## config.mk

```make
export PLATFORM = sky130hd
export DESIGN_NAME = cpu_obi_port_arbiter
export DESIGN_NICKNAME = d
export VERILOG_FILES = /design/src/rtl/core_v_mini_mcu_pkg.sv /design/src/rtl/obi_pkg.sv /design/src/rtl/cpu_obi_arb_id_fifo.sv /design/src/rtl/cpu_obi_port_arbiter.sv
export SDC_FILE = /design/constraint.sdc
export NUM_CORES = 1
export LEC_CHECK = 0
export ABC_AREA = 1
export BUFFER_PORTS_ARGS = -buffer_cell sky130_fd_sc_hd__clkbuf_2
export CAP_MARGIN = 40
export CORE_AREA = 10 10 114 116
export CTS_CLUSTER_DIAMETER = 40
export CTS_CLUSTER_SIZE = 16
export DETAILED_ROUTE_END_ITERATION = 10
export DIE_AREA = 0 0 124 126
export GPL_ROUTABILITY_DRIVEN = 0
export HOLD_SLACK_MARGIN = 0.03
export PLACE_DENSITY = 0.65
export REMOVE_ABC_BUFFERS = 1
export SLEW_MARGIN = 20
export SYNTH_ARGS = -nofsm -noshare
export SYNTH_HDL_FRONTEND = slang
export SYNTH_HIERARCHICAL = 1
export SYNTH_SLANG_ARGS = --single-unit
```

## constraint.sdc

```tcl
create_clock -name clk_i -period 4.1 [get_ports clk_i]
set_input_delay 0.82 -clock clk_i [delete_from_list [all_inputs] [get_ports clk_i]]
set_output_delay 0.82 -clock clk_i [all_outputs]
set_load 0.02 [all_outputs]
```

## src/rtl/core_v_mini_mcu_pkg.sv

```systemverilog
// rtl/core_v_mini_mcu_pkg.sv - MCU-level shared types
package core_v_mini_mcu_pkg;

    // Requester identity on the merged CPU OBI port
    typedef enum logic {
        SRC_INSTR = 1'b0,
        SRC_DATA  = 1'b1
    } obi_arb_src_e;

endpackage

```

## src/rtl/obi_pkg.sv

```systemverilog
// rtl/obi_pkg.sv - OBI request/response bundle types
package obi_pkg;

    typedef struct packed {
        logic        req;
        logic        we;
        logic [3:0]  be;
        logic [31:0] addr;
        logic [31:0] wdata;
    } obi_req_t;

    typedef struct packed {
        logic        gnt;
        logic        rvalid;
        logic [31:0] rdata;
    } obi_resp_t;

endpackage

```

## src/rtl/cpu_obi_arb_id_fifo.sv

```systemverilog
// rtl/cpu_obi_arb_id_fifo.sv - in-order requester ID FIFO for outstanding OBI transactions
module cpu_obi_arb_id_fifo #(
    parameter int unsigned DEPTH = 2
) (
    input  logic                         clk_i,
    input  logic                         rst_ni,
    input  logic                         push_i,
    input  logic                         push_id_i,
    input  logic                         pop_i,
    output logic                         head_o,
    output logic [$clog2(DEPTH+1)-1:0]   count_o,
    output logic                         full_o,
    output logic                         empty_o
);

    localparam int unsigned CW = $clog2(DEPTH + 1);
    localparam int unsigned PW = (DEPTH > 1) ? $clog2(DEPTH) : 1;

    logic [DEPTH-1:0] mem_q;
    logic [PW-1:0]    wptr_q;
    logic [PW-1:0]    rptr_q;
    logic [CW-1:0]    count_q;
    logic             do_push;
    logic             do_pop;

    // Explicit wrap so non-power-of-two depths never index past the last slot
    function automatic logic [PW-1:0] ptr_inc(input logic [PW-1:0] ptr);
        if (ptr == PW'(DEPTH - 1)) begin
            return '0;
        end
        return ptr + PW'(1);
    endfunction

    assign full_o  = (count_q == CW'(DEPTH));
    assign empty_o = (count_q == '0);
    assign do_push = push_i & ~full_o;
    assign do_pop  = pop_i & ~empty_o;
    assign head_o  = mem_q[rptr_q];
    assign count_o = count_q;

    // Storage, pointers and occupancy; simultaneous push and pop keep the count
    always_ff @(posedge clk_i or negedge rst_ni) begin
        if (!rst_ni) begin
            mem_q   <= '0;
            wptr_q  <= '0;
            rptr_q  <= '0;
            count_q <= '0;
        end else begin
            if (do_push) begin
                mem_q[wptr_q] <= push_id_i;
                wptr_q        <= ptr_inc(wptr_q);
            end
            if (do_pop) begin
                rptr_q <= ptr_inc(rptr_q);
            end
            case ({do_push, do_pop})
                2'b10:   count_q <= count_q + CW'(1);
                2'b01:   count_q <= count_q - CW'(1);
                default: count_q <= count_q;
            endcase
        end
    end

endmodule

```

## src/rtl/cpu_obi_port_arbiter.sv

```systemverilog
// rtl/cpu_obi_port_arbiter.sv - round-robin merge of CPU instr/data OBI ports onto one bus port
module cpu_obi_port_arbiter
    import obi_pkg::*;
    import core_v_mini_mcu_pkg::*;
#(
    parameter int unsigned MAX_OUTSTANDING = 2
) (
    input  logic                                   clk_i,
    input  logic                                   rst_ni,
    input  obi_req_t                               core_instr_req_i,
    output obi_resp_t                              core_instr_resp_o,
    input  obi_req_t                               core_data_req_i,
    output obi_resp_t                              core_data_resp_o,
    output obi_req_t                               bus_req_o,
    input  obi_resp_t                              bus_resp_i,
    output logic [$clog2(MAX_OUTSTANDING+1)-1:0]   outstanding_o,
    output logic                                   err_o
);

    obi_arb_src_e sel;
    obi_arb_src_e last_q;
    obi_arb_src_e lock_src_q;
    obi_arb_src_e head_src;
    logic         lock_q;
    logic         err_q;
    obi_req_t     sel_req;
    logic         handshake;
    logic         resp_pop;
    logic         fifo_head;
    logic         fifo_full;
    logic         fifo_empty;
    logic [$clog2(MAX_OUTSTANDING+1)-1:0] fifo_count;

    // Source choice: a locked address phase wins, then a lone requester, then round-robin
    always_comb begin
        sel = SRC_INSTR;
        if (lock_q) begin
            sel = lock_src_q;
        end else if (core_instr_req_i.req && !core_data_req_i.req) begin
            sel = SRC_INSTR;
        end else if (!core_instr_req_i.req && core_data_req_i.req) begin
            sel = SRC_DATA;
        end else if (core_instr_req_i.req && core_data_req_i.req) begin
            sel = (last_q == SRC_INSTR) ? SRC_DATA : SRC_INSTR;
        end
    end

    assign sel_req = (sel == SRC_DATA) ? core_data_req_i : core_instr_req_i;

    // Forward the selected request; a full ID FIFO blocks issue even if a pop is happening
    always_comb begin
        bus_req_o     = sel_req;
        bus_req_o.req = sel_req.req & ~fifo_full & rst_ni;
    end

    assign handshake = bus_req_o.req & bus_resp_i.gnt;
    assign resp_pop  = bus_resp_i.rvalid & ~fifo_empty & rst_ni;
    assign head_src  = obi_arb_src_e'(fifo_head);

    // Grant only to the selected port, rvalid only to the port at the FIFO head, rdata broadcast
    always_comb begin
        core_instr_resp_o.gnt    = handshake & (sel == SRC_INSTR);
        core_instr_resp_o.rvalid = resp_pop & (head_src == SRC_INSTR);
        core_instr_resp_o.rdata  = bus_resp_i.rdata;
        core_data_resp_o.gnt     = handshake & (sel == SRC_DATA);
        core_data_resp_o.rvalid  = resp_pop & (head_src == SRC_DATA);
        core_data_resp_o.rdata   = bus_resp_i.rdata;
    end

    // Address-phase lock and round-robin history
    always_ff @(posedge clk_i or negedge rst_ni) begin
        if (!rst_ni) begin
            lock_q     <= 1'b0;
            lock_src_q <= SRC_INSTR;
            last_q     <= SRC_DATA;
        end else if (handshake) begin
            lock_q <= 1'b0;
            last_q <= sel;
        end else if (bus_req_o.req) begin
            lock_q     <= 1'b1;
            lock_src_q <= sel;
        end
    end

    // Sticky error on a response that has no matching outstanding transaction
    always_ff @(posedge clk_i or negedge rst_ni) begin
        if (!rst_ni) begin
            err_q <= 1'b0;
        end else if (bus_resp_i.rvalid && fifo_empty) begin
            err_q <= 1'b1;
        end
    end

    cpu_obi_arb_id_fifo #(
        .DEPTH (MAX_OUTSTANDING)
    ) u_id_fifo (
        .clk_i     (clk_i),
        .rst_ni    (rst_ni),
        .push_i    (handshake),
        .push_id_i (sel),
        .pop_i     (resp_pop),
        .head_o    (fifo_head),
        .count_o   (fifo_count),
        .full_o    (fifo_full),
        .empty_o   (fifo_empty)
    );

    assign outstanding_o = fifo_count;
    assign err_o         = err_q;

endmodule

```

* Word-level counts from Yosys, hierarchy flattened
Cells that the tools add are included.
** Word-level totals
- Output and inout bits :: 141
- Word-level logic and storage cells :: 67
- Bits of input ports :: 176
- Register bits :: 10
** Operators by class
- Bitwise logic cells :: 16
- Eq/ne operators :: 3
- Multiplexer cells :: 22
- Add/sub/neg operators :: 4
- Reduce and logical (&&, ||, !) cells :: 11
- Order comparisons :: 3
** Operators by type and width (number)
- $mux 70 :: 1
- $mux 1 :: 18
- $and 1x1->1 :: 11
- $logic_and 1x1->1 :: 5
- $not 1->1 :: 5
- $eq 2x2->1 const B :: 2
- $lt 1x2->1 const B :: 2
- $pmux 2 s2 :: 1
- $reduce_bool 2->1 :: 2
- $add 1x1->1 const B :: 2
- $add 2x1->2 const B :: 1
- $bwmux 2 :: 1
- $eq 2x1->1 const B :: 1
- $logic_not 1->1 :: 2
- $logic_not 2->1 :: 1
- $reduce_and 2->1 :: 1
- $sub 2x1->2 const B :: 1
- $demux 1 s1 :: 1
- $ge 1x1->1 const B :: 1

* Longest topological paths before layout
Gate-level depths: netlist (run 1).
- Depth in word-level cells :: 12
- Depth in mapped cells :: 15
- Mapped depth without buffers :: 15

* Hierarchy
Netlist (run 1), hierarchy kept.
** By module, submodules not included
- cpu_obi_port_arbiter :: instances 1, sequential area each 101.3 um2, cells each 326, area an instance 1627.8 um2
- cpu_obi_arb_id_fifo :: instances 1, sequential area each 150.1 um2, cells each 43, area an instance 335.3 um2

* Worst setup path before layout (run 1)
Ideal clock, no wire load.
- Kind :: input port to output port
- Start :: in core_instr_req_i[69] in the netlist's numbering
- End :: out core_instr_resp_o[33] in the netlist's numbering
- Data arrival time :: 1579 ps
- Required time :: 3280 ps
- Path buffers :: 2
- Stages on the path :: 6
- Setup slack :: 1701 ps
- Cell sequence :: nand2_1 -> nand3_2 -> nand2_2 -> buf_6 -> buf_4 -> nor2_1
** RTL lines
- start, declared :: line cpu_obi_port_arbiter.sv:10 : input obi_req_t core_instr_req_i,
- end, declared :: line cpu_obi_port_arbiter.sv:11 : output obi_resp_t core_instr_resp_o,

==> results.yml, run 1 <==
placed_design:
  dp_slack_ns: 1.08
  io_buffers: 220
  place_area_sq_um: 2680
  dp_hpwl_mm: 11.6
power:
  power_density_nw_per_um2: 630
  ir_drop_uv: 328
  p_leak_uw: 0.00194
critical_path:
  cp-end-kind: "primary output"
  rrSetupSlack_ns: 1.98
  cp_num_cells: 8
  path_max_fanout: 74
  crit_type: "in2out"
  crit_path_frequent_cell: "clkbuf_2"
  worstPathRequired_ns: 3.28
  crit_family: "buffers and inverters"
  startpoint_type: "primary input"
  crit_buf_inv: 4
  slowest_stage: "buf_4"
  crit_path_cell_trace: "clkbuf_2 > nand2_1 > nand3_2 > nand2_2 > buf_4 > nand4_1 > inv_1 > clkbuf_2"
  cp_slowest_stage_delay_ns: 0.57
  rr_startpoint: "u_id_fifo/count_o[0]"
  r2r_end: "u_id_fifo/count_o[1]"
  critPathArrivalTime_ns: 2.17
  worstRegToRegCells: 14
final_layout:
  antenna_cells: 0
  final-seq-area_sq_um: 251
  stdcell_area_sq_um: 2730
  nFillCells: 1264
  multi_input_area_sq_um: 1040
  drive_above_1_share: 0.457
  fin_util: 0.255
  syn_to_final_growth_pct: 39.1
  nets: 694
timing:
  slew-limit-headroom: 0.526
  rsz0062_at_grt: "false"
  hold_viol: 0
  report.final.slew_viol_count: 0
  post-route-min-period_ns: 2.99
  finalCritPeriodShare: 0.730
  fin_worst_skew_ns: 0.00107
  tightestPinTransition_ns: 0.712
  fin_ws_ns: 1.11
  fin_setup_tns_ns: 0
  setup_viol: 0
  max_freq_mhz: 334
clock_network:
  cts.reportedPaths.clkPinSlew_ns: 0.05
  ctsRootBufferMaster: "clkbuf_8"
  cts_setup_buffers: 0
  clkLatencyLatePin_ns: 0.24
  htree_num_levels: 1
  ctsResizeCount: 0
  cts_tree: "yes"
  numCtsBuffers: 3
  clockBufferDepth: 2
  clock_sinks: 10
  holdBufCountCts: 0
grt:
  grt_first_pass_wirelength_mm: 17.2
  grt-ovfl-total: 0
  grt_max_degree: 75
  antenna_found_initial: 1
  grt_pass1_vias: 2770
  grtUsageTotal: 0.148
yosys:
  yosysTopAreaCellShare: 0.444
  ys.flop_type: "dfrtp_1"
  ys_top_cells_by_count: "nand2_1, buf_4, inv_1"
  synth.distinct_cells: 18
  ys_ff_latch: 10
  yosysSeqAreaShare: 0.128
  yosysWarningCount: 6
  synth_edf_count: 0
  syn_inst: 369
  synthArstFlopShare: 1.00
  synthesis.area_sq_um: 1960
  synth_area_leader_cell: "nand2_1"
  synth_area_leaders: "nand2_1, buf_4, dfrtp_1"
  yosysMostFrequentCell: "nand2_1"
  avgSynthCellArea_sq_um: 5.32
floorplanning:
  start_util: 0.184
  die_area_sq_um: 15600
  io_pins: 317
  rows: 38
  die_h_um: 126
  die_width_um: 124
  core_sq_um: 10700
drt:
  firstDrtPassIters: 4
  num_vias: 2608
  vias_per_cell: 3.98
  routedWlPerCell_um: 19.3
  drt_iter0_drc: 105
  drt_wl_total_mm: 12.6
  ant_nets: 0
  route.detailed.drc: 0
flow_run:
  max_cap_viol_count: 0
worst_hold_path:
  hold_class: "in2async"
run_status:
  status: "finished, final reports clean"
[area by class of cell]
type | count | share of cell area
clock buffers | 4 | 0.0202
inverters | 21 | 0.0289
multi-input cells | 259 | 0.381
flip-flops and latches | 10 | 0.0921
well taps | 140 | 0.0642
repair buffers | 222 | 0.413
[registers in the layout, summed over array words and instances, names as in the netlist]
register	count
u_id_fifo/wptr_q	1
u_id_fifo/count_o	2
lock_q	1
err_o	1
u_id_fifo/mem_q	2
lock_src_q	1
u_id_fifo/rptr_q	1
last_q	1
[metrics by stage]
stage / std cells / hold WS [ns] / total power [uW]
2_1_floorplan: 290 / 0.442 / 1080
4_1_cts: 656 / 0.455 / 1760
3_3_place_gp: 652 / 0.442 / 1630
5_1_grt: 656 / 0.467 / 1900
3_5_place_dp: 652 / 0.447 / 1630
6_report: 656 / 0.450 / 1720
[metal layers]
metal,vias up,GRT usage,wire [um]
li1,1327,-,-
met1,1071,0.159,4760
met2,203,0.214,5070
met3,5,0.136,2670
met4,2,0.0142,39
met5,-,0.0493,98
[cells by family after synthesis]
group	count (synthesis)	synth area share
simple gates	256	0.516
flops	10	0.128
compound gates	1	0.00383
buf+inv	100	0.342
xor+xnor	1	0.00446
fa+ha+maj	1	0.00637
[how the worst max path moves through the flow]
stage | start | endpoint
2_1_floorplan | core_instr_req_i[69] | bus_req_o[0]
3_3_place_gp | core_instr_req_i[69] | bus_req_o[4]
3_5_place_dp | core_instr_req_i[69] | core_data_resp_o[33]
4_1_cts | core_instr_req_i[69] | core_data_resp_o[33]
5_1_grt | core_instr_req_i[69] | core_data_resp_o[33]
6_report | core_instr_req_i[69] | core_data_resp_o[33]
[worst register-to-register path: stages, from the launching register on]
cell and delay [ns]:
dfrtp_1 0.42, inv_2 0.08, nand2_4 0.10, inv_1 0.05, inv_1 0.04, nand2_1 0.04
nor2_1 0.26, nand3_1 0.19, inv_1 0.19, nand2_2 0.09, ha_1 0.31, inv_1 0.08
nand3_1 0.07, nand2_1 0.06, nand2_1 0.04
[layout by cell type, fill, tap and decap left out]
cell type / instances
nor2_1: 5
buf_12: 1
nand4_1: 5
nor3_1: 1
inv_1: 19
clkbuf_2: 220
nand2_4: 1
clkbuf_8: 4
xnor2_1: 1
dfstp_2: 1
nand3_2: 2
nand3_1: 6
inv_2: 2
nand2_1: 232
a21o_1: 1
nand2_2: 4
ha_1: 1
dfrtp_1: 9
buf_4: 1
[power breakdown]
| group | leakage [uW] | internal, uW | switching (uW) |
|---|---|---|---|
| Combinational | 0.00179 | 433 | 983 |
| Clock | 0.0000288 | 84.6 | 41.5 |
| Sequential | 0.000119 | 143 | 35.0 |
| Total | 0.00194 | 660 | 1060 |
Note: power is estimated with default switching activity, not from simulation.
==> inputs of run 2 (changes only) <==
--- a/config.mk
+++ b/config.mk
@@ -8,14 +8,14 @@
 export ABC_AREA = 1
 export BUFFER_PORTS_ARGS = -buffer_cell sky130_fd_sc_hd__clkbuf_2
 export CAP_MARGIN = 40
-export CORE_AREA = 10 10 114 116
+export CORE_AREA = 10 10 116 118
 export CTS_CLUSTER_DIAMETER = 40
 export CTS_CLUSTER_SIZE = 16
 export DETAILED_ROUTE_END_ITERATION = 10
-export DIE_AREA = 0 0 124 126
+export DIE_AREA = 0 0 126 128
 export GPL_ROUTABILITY_DRIVEN = 0
 export HOLD_SLACK_MARGIN = 0.03
-export PLACE_DENSITY = 0.65
+export PLACE_DENSITY = 0.64
 export REMOVE_ABC_BUFFERS = 1
 export SLEW_MARGIN = 20
 export SYNTH_ARGS = -nofsm -noshare
==> constraint.sdc (replaced) <==
create_clock -name clk_i -period 3.1 [get_ports clk_i]
set_input_delay 0.62 -clock clk_i [delete_from_list [all_inputs] [get_ports clk_i]]
set_output_delay 0.62 -clock clk_i [all_outputs]
set_load 0.02 [all_outputs]
==> results.yml, run 2 (synthesized netlist as in run 1, its figures left out) <==
run_status:
  status: "finished, final reports clean"
timing:
  tightestPinTransition_ns: 0.407
  hold_viol: 0
  rsz0062_at_grt: "false"
  fin_worst_skew_ns: 0.000459
  report.final.slew_viol_count: 0
  setup_viol: 0
  post-route-min-period_ns: 2.37
  max_freq_mhz: 422
  finalCritPeriodShare: 0.764
  fin_ws_ns: 0.732
  fin_setup_tns_ns: 0
  slew-limit-headroom: 0.729
final_layout:
  nets: 695
  drive_above_1_share: 0.458
  antenna_cells: 0
  multi_input_area_sq_um: 1040
  final-seq-area_sq_um: 251
  nFillCells: 1301
  final_cell_mix: "nand2_1, clkbuf_2, inv_1"
  final_common_cell: "nand2_1"
  syn_to_final_growth_pct: 41.4
grt:
  grt_pass1_vias: 2776
  antenna_found_initial: 0
  grt_first_pass_wirelength_mm: 16.4
  grtUsageTotal: 0.132
  grt-ovfl-total: 0
  grt_max_degree: 67
floorplanning:
  rows: 39
  start_util: 0.175
  die_area_sq_um: 16100
  io_pins: 317
  core_sq_um: 11200
  die_width_um: 126
  die_h_um: 128
drt:
  drt_wl_total_mm: 11.8
  firstDrtPassIters: 4
  routedWlPerCell_um: 17.8
  drt_iter0_drc: 72
  ant_nets: 0
  route.detailed.drc: 0
  num_vias: 2583
  vias_per_cell: 3.91
worst_hold_path:
  hold_class: "in2async"
critical_path:
  rrSetupSlack_ns: 0.99
  cp-end-kind: "primary output"
  critPathArrivalTime_ns: 1.75
  crit_path_frequent_cell: "nand2_1"
  crit_buf_inv: 3
  startpoint_type: "flop"
  worstRegToRegCells: 14
  worstPathRequired_ns: 2.48
  slowest_stage: "dfstp_2"
  path_max_fanout: 66
  rr_startpoint: "u_id_fifo/count_o[0]"
  r2r_end: "u_id_fifo/count_o[1]"
  crit_path_cell_trace: "nand2_1 > nand3_2 > nand2_2 > inv_2 > buf_12 > nand2_1 > nand2_1 > clkbuf_2"
  cp_slowest_stage_delay_ns: 0.52
  crit_type: "reg2out"
  crit_family: "buffers and inverters"
placed_design:
  dp_hpwl_mm: 10.7
  io_buffers: 220
  dp_slack_ns: 0.721
clock_network:
  ctsRootBufferMaster: "clkbuf_16"
  cts_tree: "yes"
  htree_num_levels: 1
  holdBufCountCts: 0
  clock_sinks: 10
  clockBufferDepth: 2
  ctsResizeCount: 0
  clkLatencyLatePin_ns: 0.24
  cts_setup_buffers: 0
  numCtsBuffers: 3
  cts.reportedPaths.clkPinSlew_ns: 0.04
power:
  power_density_nw_per_um2: 849
  ir_drop_uv: 569
  p_leak_uw: 0.00196
flow_run:
  max_cap_viol_count: 0
[run 2: cell types whose count changed in the layout (fill, tap and decap cells not counted)]
| cell | delta |
|---|---|
| buf_4 | +1 |
| clkbuf_16 | +3 |
| clkbuf_8 | -3 |
[run 2: power breakdown]
| group | total (uW) | internal, uW | switching, uW |
|---|---|---|---|
| logic | 1870 | 577 | 1290 |
| registers | 235 | 189 | 45.9 |
| clock network | 254 | 194 | 60.4 |
| total | 2360 | 960 | 1400 |
[run 2: metal layers]
metal  share of wire  vias to the layer above  global-route usage
li1                -                     1327                   -
met1            0.38                     1051               0.139
met2            0.40                      195               0.190
met3            0.20                        8               0.123
met4          0.0091                        2              0.0194
met5          0.0096                        -              0.0526
[run 2: area by class of cell]
cell class              count  share of cell area
clock buffers               4              0.0320
inverters                  21              0.0284
multi-input cells         259               0.375
flip-flops and latches     10              0.0906
well taps                 143              0.0645
repair buffers            223               0.409
[run 2: through the flow]
stage	instance area, sq um	hold WS (ns)	std cells	util	total power (uW)
floorplan	1370	0.324	290	-	1420
global placement	2690	0.446	656	0.239	2140
detailed placement	2690	0.461	656	0.239	2140
CTS	2780	0.262	660	0.247	2410
global route	2780	0.281	660	0.247	2590
finish	2780	0.254	660	0.247	2360
[run 2: how the worst max path moves through the flow]
stage | endpoint | cells after the start | from | slack, ns
floorplan | bus_req_o[0] | 6 | core_instr_req_i[69] | 0.14
global placement | bus_req_o[62] | 9 | core_instr_req_i[69] | 0.72
detailed placement | u_id_fifo/count_o[1] | 11 | rst_ni | 0.72
CTS | bus_req_o[49] | 8 | last_q | 0.69
global route | core_data_resp_o[32] | 6 | rst_ni | 0.56
finish | bus_req_o[49] | 8 | last_q | 0.73
[run 2: worst reg2reg max path, cell delays in order, from the launching register on]
cell,delay [ns]
dfrtp_1,0.40
inv_2,0.08
nand2_4,0.09
inv_1,0.04
inv_1,0.04
nand2_1,0.05
nor2_1,0.26
nand3_1,0.18
inv_1,0.20
nand2_2,0.08
ha_1,0.31
inv_1,0.08
nand3_1,0.07
nand2_1,0.05
nand2_1,0.05
